===== config.mk =====
export PLATFORM = sky130hd
export DESIGN_NAME = issue_scoreboard
export DESIGN_NICKNAME = d
export VERILOG_FILES = /design/src/rtl/issue_scoreboard.sv
export SDC_FILE = /design/constraint.sdc
export NUM_CORES = 1
export LEC_CHECK = 0
export BUFFER_PORTS_ARGS = -buffer_cell sky130_fd_sc_hd__buf_4
export CAP_MARGIN = 30
export CORE_MARGIN = 2
export CORE_UTILIZATION = 60
export DETAILED_ROUTE_END_ITERATION = 7
export PLACE_DENSITY = 0.79
export SKIP_CTS_REPAIR_TIMING = 1
export SLEW_MARGIN = 0
export SYNTH_ARGS = -nofsm -noshare
export SYNTH_HDL_FRONTEND = slang
export SYNTH_SLANG_ARGS = --single-unit

===== constraint.sdc =====
create_clock -name clk -period 4.6 [get_ports clk]
set_input_delay 0.23 -clock clk [delete_from_list [all_inputs] [get_ports clk]]
set_output_delay 0.23 -clock clk [all_outputs]
set_load 0.005 [all_outputs]

===== src/rtl/issue_scoreboard.sv =====
// rtl/issue_scoreboard.sv - per-register pending-write scoreboard gating decode-to-execute issue
// Tracks outstanding writes, stalls RAW/WAW/fence hazards, supports flush and writeback bypass.
module issue_scoreboard #(
  parameter int NREGS  = 32,
  parameter int REG_W  = 5,
  parameter int CNT_W  = 2,
  parameter int BYPASS = 1
) (
  input  logic              clk,
  input  logic              rst,
  input  logic              u_valid,
  output logic              u_rdy,
  input  logic [REG_W-1:0]  rs1,
  input  logic              rs1_en,
  input  logic [REG_W-1:0]  rs2,
  input  logic              rs2_en,
  input  logic [REG_W-1:0]  rd,
  input  logic              rd_en,
  input  logic              fence,
  output logic              d_valid,
  input  logic              d_rdy,
  input  logic              wb_valid,
  input  logic [REG_W-1:0]  wb_rd,
  input  logic              flush,
  output logic              sb_empty,
  output logic [31:0]       stall_cycles,
  output logic              err
);

  localparam logic [CNT_W-1:0] CNT_MAX = '1;
  localparam logic [CNT_W-1:0] CNT_ONE = CNT_W'(1);

  logic [CNT_W-1:0] r_cnt     [NREGS];
  logic [CNT_W-1:0] w_cnt_nxt [NREGS];
  logic             r_sb_empty;
  logic [31:0]      r_stall;
  logic             r_err;

  logic [CNT_W-1:0] w_cnt_rs1;
  logic [CNT_W-1:0] w_cnt_rs2;
  logic [CNT_W-1:0] w_cnt_rd;
  logic [CNT_W-1:0] w_cnt_wb;
  logic             w_raw1;
  logic             w_raw2;
  logic             w_waw;
  logic             w_fnc;
  logic             w_hazard;
  logic             w_fire;
  logic             w_inc;
  logic             w_dec;
  logic             w_same;
  logic             w_underflow;
  logic             w_overflow;
  logic             w_all_zero;
  logic             w_stall_inc;

  assign w_cnt_rs1 = r_cnt[rs1];
  assign w_cnt_rs2 = r_cnt[rs2];
  assign w_cnt_rd  = r_cnt[rd];
  assign w_cnt_wb  = r_cnt[wb_rd];

  // A writeback retiring the last pending write of a source resolves its RAW now.
  always_comb begin
    w_raw1 = rs1_en && (rs1 != '0) && (w_cnt_rs1 != '0) &&
             !((BYPASS != 0) && wb_valid && (wb_rd == rs1) && (w_cnt_rs1 == CNT_ONE));
    w_raw2 = rs2_en && (rs2 != '0) && (w_cnt_rs2 != '0) &&
             !((BYPASS != 0) && wb_valid && (wb_rd == rs2) && (w_cnt_rs2 == CNT_ONE));
    w_waw  = rd_en && (rd != '0) && (w_cnt_rd == CNT_MAX);
    w_fnc  = fence && !r_sb_empty;
    w_hazard = w_raw1 || w_raw2 || w_waw || w_fnc;
  end

  assign d_valid = u_valid && !w_hazard && !flush && !rst;
  assign u_rdy   = d_rdy   && !w_hazard && !flush && !rst;
  assign w_fire  = u_valid && u_rdy;

  assign w_inc       = w_fire && rd_en && (rd != '0);
  assign w_dec       = wb_valid && (wb_rd != '0) && (w_cnt_wb != '0);
  assign w_same      = w_inc && w_dec && (rd == wb_rd);
  assign w_underflow = wb_valid && (wb_rd != '0) && (w_cnt_wb == '0);
  assign w_overflow  = w_inc && !w_same && (w_cnt_rd == CNT_MAX);
  assign w_stall_inc = u_valid && !u_rdy && !flush && !rst;

  // Next-state counters; x0 is pinned to zero and flush wins over everything.
  always_comb begin
    w_all_zero = 1'b1;
    for (int i = 0; i < NREGS; i++) begin
      w_cnt_nxt[i] = r_cnt[i];
      if (flush || (i == 0)) begin
        w_cnt_nxt[i] = '0;
      end else if (!w_same) begin
        if (w_inc && (rd == REG_W'(i)) && (r_cnt[i] != CNT_MAX)) begin
          w_cnt_nxt[i] = r_cnt[i] + CNT_ONE;
        end
        if (w_dec && (wb_rd == REG_W'(i))) begin
          w_cnt_nxt[i] = r_cnt[i] - CNT_ONE;
        end
      end
      if (w_cnt_nxt[i] != '0) begin
        w_all_zero = 1'b0;
      end
    end
  end

  always_ff @(posedge clk) begin
    if (rst) begin
      for (int i = 0; i < NREGS; i++) begin
        r_cnt[i] <= '0;
      end
      r_sb_empty <= 1'b1;
      r_stall    <= '0;
      r_err      <= 1'b0;
    end else begin
      for (int i = 0; i < NREGS; i++) begin
        r_cnt[i] <= w_cnt_nxt[i];
      end
      r_sb_empty <= w_all_zero;
      if (w_stall_inc && (r_stall != 32'hFFFF_FFFF)) begin
        r_stall <= r_stall + 32'd1;
      end
      if (!flush && (w_underflow || w_overflow)) begin
        r_err <= 1'b1;
      end
    end
  end

  assign sb_empty     = r_sb_empty;
  assign stall_cycles = r_stall;
  assign err          = r_err;

endmodule


==> metrics.txt <==
io pins=66; Top delay family on crit path=compound AO/OA/AOI/OAI gates; Port Buffers=65; Total Routing Usage GR=41.12%; Final Total Pwr=1.993 mW; DP Worst Slack=between 0.2 and 0.3 ns; crit path max fanout=18; Clk Tree Root Cell=clkbuf_16; WP depth=12; post-synth top area share=between 20% and 30%; Crit path required time=approximately 4.9 ns; Max Clk Rate=between 0.2 and 0.25 GHz; post-route setup slack=about 0.32 ns; total CTS buffers=9; synth warn=0; Starting Density=61.48%; ant diodes=0; R2R depth=12; Area contributors post-synth=dfxtp_1 (22%), mux4_2 (6.6%), nor2_1 (5.5%); via count=9,551; vias in the first global route=between 8,000 and 9,000; Pwr Density=approximately 200 nW/um2; global placement routability congestion=~1.1; DRC=0; crit path capture type=flip-flop; asr flop ratio synth=0%; Die Width=about 130 um; CTS H-tree depth=3; CP Launch Type=flip-flop; most frequent cells in the layout=nor2_1 (130), buf_4 (104), dfxtp_1 (96), nand2_1 (79), nor3_1 (52); #FFs+latches synth=96; first-pass GRT wire length=a little over 50,000 um; largest net degree at the start of global routing=46; crit path kind=flip-flop to flip-flop; CP max stage delay=between 0.5 and 0.6 ns; DRT iter0 DRCs=about 1,700; Slew headroom=38.54%; FF+latch area=around 1900 um2; site row count=44; Worst Tran Pin Value=0.9185 ns; Post-Synthesis Cells=1,110; core area=around 15,000 um2; CP max stage cell=mux4_1; VDD IR max=0.2094 mV; dominant cell type by area after synthesis=dfxtp_1; First-pass DRT Iterations=6; Layout Skew=around 0.015 ns; # Max-Cap Violations=0; CTS tree=yes; die height=roughly 130 um; crit path DAT=approximately 4.6 ns; Clock Tree Buf Depth=2; final setup fails=0; clk_lat worst skew=approximately 0.36 ns; RSZ-0062 raised after global routing=no; Lkg Pwr=about 3.7 nW; number of synthesized flops with an enable pin=0; full die area=approximately 16,000 um2; Hold Fails Final Rpt=0; WP buf/inv=1; Hold Crit Depth=2; Multi-input gate area=about 6500 um2; fin crit share=a little over 90%; grt ovf=0; Slew Viols, Final=0; Tightest Hold Check Type=input port to flip-flop; sequential area share after synthesis=between 20% and 30%; Total Wirelength=32,920 um; Avg Cell Area, Syn=around 8.1 um2; fin nets=1,202; syn_nets=1,172; Via-to-Cell Ratio=about 7.2; ys flop type=dfxtp_1; FILL cells=around 1,300; min cycle time layout=~4.3 ns; Clock transition at path regs=0.08 ns; Area Overhead vs Synth=10.39%; average wire per standard cell=approximately 25 um; initial antenna violation count=0; Mapped Area=just under 9000 um2; Antenna Nets Post-Route=0; total negative setup slack=0 ns; DPL Wire Length=23,900 um; layout cell share with drive strength beyond 1=between 10% and 20%; CP cell instances=mux4_1 > mux4_2 > a32oi_4 > o211a_4 > nand3_2 > buf_4 > nor4_1 > o2bb2ai_1 > a2111oi_0 > nor4bb_1 > nand4_1 > o21ai_1; run status=finished, final reports clean; post-synthesis cell type count=between 90 and 100; commonest non-fill, non-tap cell in the layout=nor2_1; TritonCTS Sinks=96
## final cells by class
type                            count  area share [%]
Clock buffer                       10           2.423
Tap cell                          184           2.334
Timing Repair Buffer              105           8.118
Inverter                           24          0.9132
Sequential cell                    96           19.48
Multi-Input combinational cell    904           65.80
Clock inverter                      6          0.9259
## metrics by stage
step	util (%)	cell area, um2	instances	hold slack [ns]
final	67.87	9864	1329	0.2240
after global routing	67.87	9864	1329	0.2210
after CTS	67.73	9844	1328	0.1990
after detailed placement	65.46	9514	1312	0.4687
after global placement	65.46	9514	1312	0.4536
after floorplan	-	8936	1110	0.4650
## report_power, final
| group | switching, mW | internal (mW) | leakage (nW) |
|---|---|---|---|
| registers | 0.00566 | 0.834 | 0.773 |
| clock network | 0.356 | 0.495 | 0.163 |
| logic | 0.203 | 0.0996 | 2.80 |
## worst register-to-register path, delay by kind of cell, from the launching register on
kind | cells | cell delay, ns
AND/OR/NAND/NOR | 4 | 1.00
flip-flops | 1 | 0.44
AO/OA/AOI/OAI | 5 | 1.47
buffers and inverters | 1 | 0.27
multiplexers | 2 | 1.05
## state kept, by name, indices dropped and copies added (netlist names)
| signal | count |
|---|---|
| err | 1 |
| r_cnt | 62 |
| sb_empty | 1 |
| stall_cycles | 32 |
## worst paths after layout
| kind | start | end | slack (ns) |
|---|---|---|---|
| max | r_cnt[22][1] | sb_empty | 0.32 |
| min | flush | r_cnt[5][1] | 0.22 |
| max reg2reg | r_cnt[22][1] | sb_empty | 0.32 |
| min reg2reg | stall_cycles[22] | stall_cycles[22] | 0.51 |
## metal layers
layer  track usage, %  routed length (um)  up-vias
met2            60.69               14080      738
met1            53.29               12040     4442
li1                 -                   -     4211
met5                0                   0        -
met4            26.76                2105        0
met3            10.58                4697      160
## logic make-up after synthesis
logic type / Yosys count / share of synthesized area [%]
buffers and inverters: 110 / 5.853
AO/OA/AOI/OAI: 186 / 15.30
adder cells (fa/ha/maj): 32 / 4.480
AND/OR/NAND/NOR: 549 / 33.97
XOR/XNOR: 70 / 6.861
flip-flops: 96 / 21.51
multiplexers: 67 / 12.03
## Yosys cell counts (all sizes together), types with 19 or more instances
cell type and n:
ha 32, xor2 43, xnor2 27, nor3 57
mux4 30, nand4 27, nor2 131, inv 24
a21oi 31, or3 42, nor4 38, nand2 79
clkbuf 50, o21ai 42, and2 19, mux2i 26
buf 36, dfxtp 96, nand3 38
(Power assumes the default switching activity.)
